===== src/rtl/dmem_access_ctrl.sv =====
// MEM-stage data-memory sequencer: req/ack bus handshake with timeout, byte lanes and load extension.
// Optional misaligned-access trap is enabled by defining MISALIGN_TRAP_EN.
module dmem_access_ctrl #(
    parameter int TIMEOUT_CYC = 16,
    parameter int CNT_W       = 5
) (
    input  logic        clk,
    input  logic        rst,
    input  logic        mem_read,
    input  logic        mem_write,
    input  logic [2:0]  rw_type,
    input  logic [31:0] addr,
    input  logic [31:0] wdata,
    output logic        stall,
    output logic        done,
    output logic [31:0] rdata,
    output logic        err,
    output logic        misalign,
    output logic        bus_req,
    output logic        bus_we,
    output logic [31:0] bus_addr,
    output logic [3:0]  bus_be,
    output logic [31:0] bus_wdata,
    input  logic        bus_ack,
    input  logic [31:0] bus_rdata
);

    typedef enum logic [1:0] {IDLE, REQ, DONE, ERR} state_t;

    localparam logic [CNT_W-1:0] CNT_LAST = CNT_W'(TIMEOUT_CYC - 1);

    state_t           state;
    logic [CNT_W-1:0] cnt;
    logic [2:0]       rw_q;
    logic [1:0]       addr_lo_q;
    logic             access;
    logic             mis_req;

    function automatic logic [3:0] lane_be(input logic [1:0] sz, input logic [1:0] a);
        case (sz)
            2'b00:   return 4'b0001 << a;
            2'b01:   return a[1] ? 4'b1100 : 4'b0011;
            default: return 4'b1111;
        endcase
    endfunction

    function automatic logic [31:0] lane_wdata(input logic [1:0] sz, input logic [31:0] d);
        case (sz)
            2'b00:   return {4{d[7:0]}};
            2'b01:   return {2{d[15:0]}};
            default: return d;
        endcase
    endfunction

    function automatic logic [31:0] load_ext(input logic [31:0] w, input logic [2:0] rt,
                                             input logic [1:0] a);
        logic [7:0]  b;
        logic [15:0] h;
        b = w[{a, 3'b000} +: 8];
        h = a[1] ? w[31:16] : w[15:0];
        case (rt[1:0])
            2'b00:   return rt[2] ? {24'b0, b} : {{24{b[7]}}, b};
            2'b01:   return rt[2] ? {16'b0, h} : {{16{h[15]}}, h};
            default: return w;
        endcase
    endfunction

    assign access = mem_read | mem_write;

`ifdef MISALIGN_TRAP_EN
    assign mis_req = ((rw_type[1:0] == 2'b01) && addr[0]) ||
                     (rw_type[1] && (addr[1:0] != 2'b00));
`else
    assign mis_req = 1'b0;
`endif

    // NOTE: stall must be combinational so the pipeline freezes in the same cycle the
    // request appears; it is gated by rst so a reset never leaves the pipeline frozen.
    assign stall = !rst && (((state == IDLE) && access) || (state == REQ));

    always_ff @(posedge clk) begin
        if (rst) begin
            state     <= IDLE;
            cnt       <= '0;
            rw_q      <= '0;
            addr_lo_q <= '0;
            done      <= 1'b0;
            err       <= 1'b0;
            misalign  <= 1'b0;
            rdata     <= '0;
            bus_req   <= 1'b0;
            bus_we    <= 1'b0;
            bus_addr  <= '0;
            bus_be    <= '0;
            bus_wdata <= '0;
        end else begin
            // NOTE: pulse outputs default low here and are overridden by later non-blocking
            // assignments in the same block, giving single-cycle registered pulses.
            done     <= 1'b0;
            err      <= 1'b0;
            misalign <= 1'b0;
            case (state)
                IDLE: begin
                    if (access && mis_req) begin
                        state    <= ERR;
                        done     <= 1'b1;
                        err      <= 1'b1;
                        misalign <= 1'b1;
                        rdata    <= '0;
                    end else if (access) begin
                        state     <= REQ;
                        cnt       <= '0;
                        rw_q      <= rw_type;
                        addr_lo_q <= addr[1:0];
                        bus_req   <= 1'b1;
                        bus_we    <= !mem_read;
                        bus_addr  <= {addr[31:2], 2'b00};
                        bus_be    <= lane_be(rw_type[1:0], addr[1:0]);
                        bus_wdata <= lane_wdata(rw_type[1:0], wdata);
                    end
                end
                REQ: begin
                    // An ack arriving in the final timeout cycle still completes normally.
                    if (bus_ack) begin
                        state   <= DONE;
                        bus_req <= 1'b0;
                        done    <= 1'b1;
                        rdata   <= bus_we ? 32'b0 : load_ext(bus_rdata, rw_q, addr_lo_q);
                    end else if (cnt == CNT_LAST) begin
                        state   <= ERR;
                        bus_req <= 1'b0;
                        done    <= 1'b1;
                        err     <= 1'b1;
                        rdata   <= '0;
                    end else begin
                        cnt <= cnt + CNT_W'(1);
                    end
                end
                DONE:    state <= IDLE;
                ERR:     state <= IDLE;
                default: state <= IDLE;
            endcase
        end
    end

endmodule


===== config.mk =====
export PLATFORM = sky130hd
export DESIGN_NAME = dmem_access_ctrl
export DESIGN_NICKNAME = d
export VERILOG_FILES = /design/src/rtl/dmem_access_ctrl.sv
export SDC_FILE = /design/constraint.sdc
export NUM_CORES = 1
export LEC_CHECK = 0
export BUFFER_PORTS_ARGS = -buffer_cell sky130_fd_sc_hd__buf_4
export CORE_MARGIN = 2
export CORE_UTILIZATION = 43
export CTS_CLUSTER_SIZE = 30
export DETAILED_ROUTE_END_ITERATION = 8
export GPL_TIMING_DRIVEN = 1
export PLACE_DENSITY = 0.76
export SETUP_SLACK_MARGIN = 0.4
export SYNTH_ARGS = -nofsm -noshare
export SYNTH_HDL_FRONTEND = slang
export SYNTH_SLANG_ARGS = --single-unit

===== constraint.sdc =====
create_clock -name clk -period 2.1 [get_ports clk]
set_input_delay 0.42 -clock clk [delete_from_list [all_inputs] [get_ports clk]]
set_output_delay 0.42 -clock clk [all_outputs]
set_load 0.02 [all_outputs]

==> impl_metrics.yaml, run 1 <==
run_status:
  run_status: "finished, final reports clean"
setup_path:
  worstSetupEndpointType: "flop"
  cpMaxStageDelayCell: "a221o_2"
  critPathMaxFanout: 6
  worstReg2RegEnd: "rdata[27]$_SDFFE_PP0P_"
  path_cells: "ha_4 > and3_4 > ha_4 > nor2_4 > nor2_4 > nor2_4 > buf_12 > a221o_2"
  cp.depth: 8
  arrival_ns: 2.05
  critical_path.top_delay_family: "simple AND/OR/NAND/NOR gates"
  critPathBufInv: 1
  crit_type: "flop to flop"
  slowest_delay_ns: 0.37
  r2r_start: "cnt[1]$_SDFFE_PP0P_"
  rr_worst_depth: 8
  critPathLaunchType: "flop"
  cp.required_ns: 2.40
  critical_path.most_common_cell: "nor2_4"
  regToRegSetupSlack_ns: 0.34
clock_tree:
  clk_pin_slew_ns: 0.05
  clockRootBuffer: "clkbuf_16"
  cts_max_path_buffers: 2
  htreeDepth: 4
  cts.sinks: 114
  cts_tree: "yes"
  cts-buffers-inserted: 17
  insertion_delay_ns: 0.42
  hold_buffers: 0
power_and_ir_drop:
  power.internal_w: 0.00473
  ir_worst_vdd_mv: 0.647
  comb_power_share: 0.213
  p_per_area_nw_per_um2: 873
  p_leak_nw: 3.38
  power_frac_clock: 0.415
  seq_power_share: 0.372
  p_switching_w: 0.00184
  switching_share: 0.279
route:
  drt-total-wl_um: 16100
  viasPerCell: 5.54
  first_iter_violations: 337
  detail-route-antenna-nets: 0
  via_count: 5269
  post_drt_wl_per_cell_um: 16.9
  drc: 0
  drt_first_pass_iters: 4
grt:
  grtUsageTotal: 0.250
  grt_pass1_vias: 5125
  grt_max_degree: 76
  grt_pass1_wl_um: 25400
  antenna_found_initial: 0
  grt-ovfl-total: 0
synth:
  synthesis.instances: 596
  synth_seq_cells: 114
  yosys_warnings: 0
  postSynth.asyncResetShare: 0
  ys.flop_type: "dfxtp_1"
  syn-cell-area_um2: 5030
  synth_edf_count: 0
  synth_cell_types: 44
  synth-seq-area-share: 0.454
  syn-mean-instance-area_um2: 8.44
sta:
  hold_viol: 0
  clock_skew_ns: 0.00486
  period_needed_ns: 1.76
  rsz0062_at_grt: "yes"
  slew_violations: 0
  period_share: 0.837
  max-slew-margin-rel: 0.547
  setup_tns_ns: 0
  max_freq_ghz: 0.569
  final.setup.worst_slack_ns: 0.342
  tightestPinTransition_ns: 0.680
  finalSetupViolations: 0
finish:
  final_common_cell: "buf_4"
  syn2layout_area_growth_pct: 49.7
  drive_gt1_frac: 0.384
  nNetsFinal: 902
  insertedDiodeCount: 0
  final_cell_mix: "buf_4, nand2_1, dfxtp_1"
worst_hold_path:
  hold_path_class: "primary input to flop"
  min_from: "bus_rdata[31]"
  hold_depth: 2
  worstHoldEndpoint: "rdata[31]$_SDFFE_PP0P_"
die:
  die_h_um: 112
  die_w_um: 112
  fp.dieArea_um2: 12600
  io-pin-count: 210
  start_util: 0.440
  core_um2: 11400
  rows: 39
placed_design:
  pre_cts_slack_ns: 0.244
  routabilityCongestion: 0.890
  dpl.hpwl_um: 11200
  port-buffer-count: 206
flow_run:
  cap_viol_max_count: 0
power groups by stage:
| stage | Combinational [W] | Sequential (W) | Clock (W) |
|---|---|---|---|
| 2_1_floorplan | 0.000597 | 0.00264 | 0 |
| 5_1_grt | 0.00150 | 0.00246 | 0.00286 |
| 3_5_place_dp | 0.00135 | 0.00248 | 0 |
| 3_3_place_gp | 0.00132 | 0.00247 | 0 |
| 4_1_cts | 0.00138 | 0.00244 | 0.00277 |
| 6_report | 0.00140 | 0.00244 | 0.00273 |
worst max path at each step:
| stage | start | to | slack, ns |
|---|---|---|---|
| 6_report | cnt[1]$_SDFFE_PP0P_ | rdata[27]$_SDFFE_PP0P_ | 0.34 |
| 5_1_grt | cnt[1]$_SDFFE_PP0P_ | rdata[27]$_SDFFE_PP0P_ | 0.30 |
| 4_1_cts | cnt[1]$_SDFFE_PP0P_ | rdata[27]$_SDFFE_PP0P_ | 0.38 |
| 3_5_place_dp | cnt[0]$_SDFFE_PP0P_ | rdata[28]$_SDFFE_PP0P_ | 0.24 |
| 3_3_place_gp | cnt[1]$_SDFFE_PP0P_ | rdata[28]$_SDFFE_PP0P_ | 0.28 |
| 2_1_floorplan | cnt[1]$_SDFFE_PP0P_ | rdata[27]$_SDFFE_PP0P_ | 0.39 |
layout make-up:
| type | instances | area, um^2 |
|---|---|---|
| sequential | 114 | 2290 |
| inverter | 12 | 45.0 |
| clock inverter | 5 | 50.0 |
| timing repair buffer | 233 | 1840 |
| multi-input combinational | 418 | 2610 |
| fill | 950 | 3890 |
| clock buffer | 26 | 509 |
| tap | 143 | 179 |
kinds of logic (layout without fill, tap and decap cells):
group	after synthesis	count (layout)	synth area share
AOI/OAI and AO/OA	184	184	0.247
muxes	32	32	0.0657
other	1	3	0.000746
DFF	114	114	0.454
adders and majority gates	2	2	0.00498
buffers and inverters	66	276	0.0570
and+or+nand+nor	197	197	0.170
worst register-to-register path: stages, from the launching register on:
cell     delay (ns)
dfxtp_2        0.36
ha_4           0.14
and3_4         0.19
ha_4           0.14
nor2_4         0.04
nor2_4         0.15
nor2_4         0.10
buf_12         0.14
a221o_2        0.38
per-layer routing:
metal / vias up / GRT usage / share of wire
met5: - / 0 / 0
met4: 0 / 0.109 / 0.024
met3: 35 / 0.0907 / 0.086
met2: 242 / 0.406 / 0.48
met1: 2481 / 0.299 / 0.41
li1: 2511 / - / -
cells in the mapped netlist (2+ instances only):
library cell,n,area share
a211oi_1,20,0.030
a22o_1,7,0.012
clkbuf_1,38,0.028
nand2b_1,5,0.0062
nand2_1,130,0.097
a221o_1,6,0.012
a311oi_1,8,0.014
or2_2,3,0.0037
a221o_2,10,0.022
dfxtp_1,114,0.45
nor3_1,8,0.0080
buf_4,4,0.0060
o21ai_0,20,0.020
or4_1,2,0.0030
buf_2,7,0.0070
mux2i_1,24,0.048
o211ai_1,7,0.010
nor2_1,33,0.025
buf_6,2,0.0045
nor4bb_1,7,0.014
a2bb2oi_1,15,0.026
mux2_2,8,0.018
ha_1,2,0.0050
buf_1,3,0.0022
a21oi_1,81,0.081
o31ai_1,3,0.0045
inv_1,12,0.0090
stage by stage:
step	power, W	instances	hold slack (ns)	cell area [um^2]	utilization
detailed placement	0.00382	911	0.447	6780	0.594
floorplan	0.00324	598	0.450	5160	-
global placement	0.00379	911	0.443	6780	0.594
CTS	0.00659	947	0.232	7450	0.652
global route	0.00682	951	0.234	7520	0.659
finish	0.00657	951	0.248	7520	0.659
state kept, by name (all words and copies together), names as in the netlist, 2 cells and up:
signal     count
rw_q           3
bus_addr      30
bus_wdata     32
cnt            5
addr_lo_q      2
bus_be         4
rdata         32
state          2
timing repair:
item | CTS | global route
endpoints found under the setup margin | 35 | 36
buffers inserted | 4 | 3
pin swaps | 6 | 1
cloned | 1 | 1
gates resized for setup | 12 | 3
Note: power is estimated with default switching activity, not from simulation.
==> run 2, diff against run 1 <==
==> constraint.sdc (replaced) <==
create_clock -name clk -period 1.6 [get_ports clk]
set_input_delay 0.32 -clock clk [delete_from_list [all_inputs] [get_ports clk]]
set_output_delay 0.32 -clock clk [all_outputs]
set_load 0.02 [all_outputs]
==> run 2 against run 1 <==
Effect of this change:
- the flow now finishes with violations (setup timing)
- sequential power up 35%
- die area is the same
- clock power up 43%
- critical endpoint is now rdata[2]$_SDFFE_PP0P_
- largest power group unchanged
==> impl_metrics.yaml, run 2 (synthesis gave the netlist of run 1 again) <==
run_status:
  run_status: "finished with violations"
  violations: "setup timing"
worst_hold_path:
  hold_depth: 3
  hold_path_class: "primary input to flop"
  min_from: "addr[3]"
  worstHoldEndpoint: "bus_addr[3]$_SDFFE_PP0P_"
setup_path:
  rr_worst_depth: 8
  r2r_start: "cnt[1]$_SDFFE_PP0P_"
  worstSetupEndpointType: "flop"
  crit_type: "flop to flop"
  critPathBufInv: 1
  critical_path.most_common_cell: "ha_4"
  cpMaxStageDelayCell: "dfxtp_2"
  critPathLaunchType: "flop"
  path_cells: "ha_4 > and3_4 > ha_4 > nor2_4 > buf_6 > or2_4 > a2bb2oi_1 > a211oi_2"
  critical_path.top_delay_family: "simple AND/OR/NAND/NOR gates"
  cp.required_ns: 1.88
  arrival_ns: 2.12
  worstReg2RegEnd: "rdata[2]$_SDFFE_PP0P_"
  slowest_delay_ns: 0.36
  critPathMaxFanout: 5
  regToRegSetupSlack_ns: -0.23
finish:
  insertedDiodeCount: 0
  final_common_cell: "buf_4"
  nNetsFinal: 988
  final_cell_mix: "buf_4, buf_6, dfxtp_2"
  drive_gt1_frac: 0.699
  syn2layout_area_growth_pct: 96.6
  reg.largest.list: "bus_wdata (32), rdata (32), bus_addr (30)"
  multi_input_area_um2: 3330
  register_area_um2: 2430
  fillers: 504
die:
  fp.dieArea_um2: 12600
  die_h_um: 112
  rows: 39
  start_util: 0.440
  core_um2: 11400
  die_w_um: 112
  io-pin-count: 210
route:
  first_iter_violations: 583
  via_count: 6255
  viasPerCell: 6.03
  drt_first_pass_iters: 5
  post_drt_wl_per_cell_um: 22.8
  detail-route-antenna-nets: 0
  drt-total-wl_um: 23600
  drc: 0
placed_design:
  routabilityCongestion: 0.884
  port-buffer-count: 206
  dpl.hpwl_um: 11500
  pre_cts_slack_ns: -0.218
sta:
  clock_skew_ns: 0.00631
  setup_tns_ns: -4.20
  slew_violations: 0
  tightestPinTransition_ns: 0.664
  hold_viol: 0
  max_freq_ghz: 0.545
  rsz0062_at_grt: "yes"
  final.setup.worst_slack_ns: -0.234
  max-slew-margin-rel: 0.557
  period_share: 1.15
  period_needed_ns: 1.83
  finalSetupViolations: 42
clock_tree:
  insertion_delay_ns: 0.41
  clk_pin_slew_ns: 0.06
  cts_max_path_buffers: 2
  cts-buffers-inserted: 17
  hold_buffers: 0
  htreeDepth: 4
  cts.sinks: 114
  clockRootBuffer: "clkbuf_16"
  cts_tree: "yes"
grt:
  grt_pass1_vias: 6089
  grt_pass1_wl_um: 32700
  grt_max_degree: 50
  grtUsageTotal: 0.329
  antenna_found_initial: 0
  grt-ovfl-total: 0
flow_run:
  cap_viol_max_count: 0
power_and_ir_drop:
  p_leak_nw: 4.35
  ir_worst_vdd_mv: 1.10
  p_per_area_nw_per_um2: 1050
==> run 2: cell count changes in the layout (fill, tap and decap cells not counted), moves of 12 or more <==
cell	change
a211oi_1	-16
a211oi_2	+15
a21oi_1	-36
a21oi_2	+35
buf_16	+14
buf_4	-63
buf_6	+121
dfxtp_1	-102
dfxtp_2	+97
nand2_1	-42
nand2_4	+34
nor2_1	-14
nor2_4	+12
==> run 2: worst reg2reg max path, delay by kind of cell, from the launching register on <==
kind | cells | cell delay (ns)
adders and majority gates | 2 | 0.29
DFF | 1 | 0.36
and+or+nand+nor | 3 | 0.54
buffers and inverters | 1 | 0.12
AOI/OAI and AO/OA | 2 | 0.40
==> run 2: how the worst max path moves through the flow <==
stage,cells past startpoint,start,endpoint,slack (ns)
2_1_floorplan,8,cnt[1]$_SDFFE_PP0P_,rdata[27]$_SDFFE_PP0P_,-0.08
3_3_place_gp,7,cnt[1]$_SDFFE_PP0P_,rdata[26]$_SDFFE_PP0P_,-0.17
3_5_place_dp,7,cnt[1]$_SDFFE_PP0P_,rdata[21]$_SDFFE_PP0P_,-0.22
4_1_cts,7,cnt[1]$_SDFFE_PP0P_,rdata[21]$_SDFFE_PP0P_,-0.12
5_1_grt,8,cnt[1]$_SDFFE_PP0P_,rdata[2]$_SDFFE_PP0P_,-0.24
6_report,8,cnt[1]$_SDFFE_PP0P_,rdata[2]$_SDFFE_PP0P_,-0.23
==> run 2: cell type report <==
type | instances | share of cell area
clock inverters | 11 | 0.0138
flip-flops and latches | 114 | 0.246
clock buffers | 20 | 0.0462
multi-input cells | 422 | 0.337
inverters | 12 | 0.00456
well taps | 143 | 0.0181
repair buffers | 315 | 0.334
==> run 2: metrics by stage <==
step            util  instances  total power (W)  cell area, um^2  hold WS [ns]
5_1_grt        0.865       1037           0.0106             9880         0.141
4_1_cts        0.809       1011          0.00983             9240         0.125
6_report       0.865       1037           0.0103             9880         0.136
2_1_floorplan      -        598          0.00429             5240         0.409
3_5_place_dp   0.606        922          0.00507             6920         0.449
3_3_place_gp   0.606        922          0.00503             6920         0.443
==> run 2: where the power goes <==
part           switching [W]  internal [W]  leakage, nW
clock                0.00140       0.00251        0.295
combinational        0.00154       0.00161         3.07
sequential          0.000188       0.00310        0.978
==> run 2: timing repair <==
item	CTS	global route
setup endpoints to repair	212	172
pin swaps	44	72
resized for setup	322	113
setup buffers	39	26
gates cloned	19	0
==> run 2: layer usage <==
layer | wire, um | vias to the layer above | share of wire | track usage
li1 | - | 2698 | - | -
met1 | 8390 | 3022 | 0.35 | 0.361
met2 | 12000 | 424 | 0.51 | 0.581
met3 | 1980 | 111 | 0.084 | 0.0913
met4 | 1300 | 0 | 0.055 | 0.167
met5 | 0 | - | 0 | 0
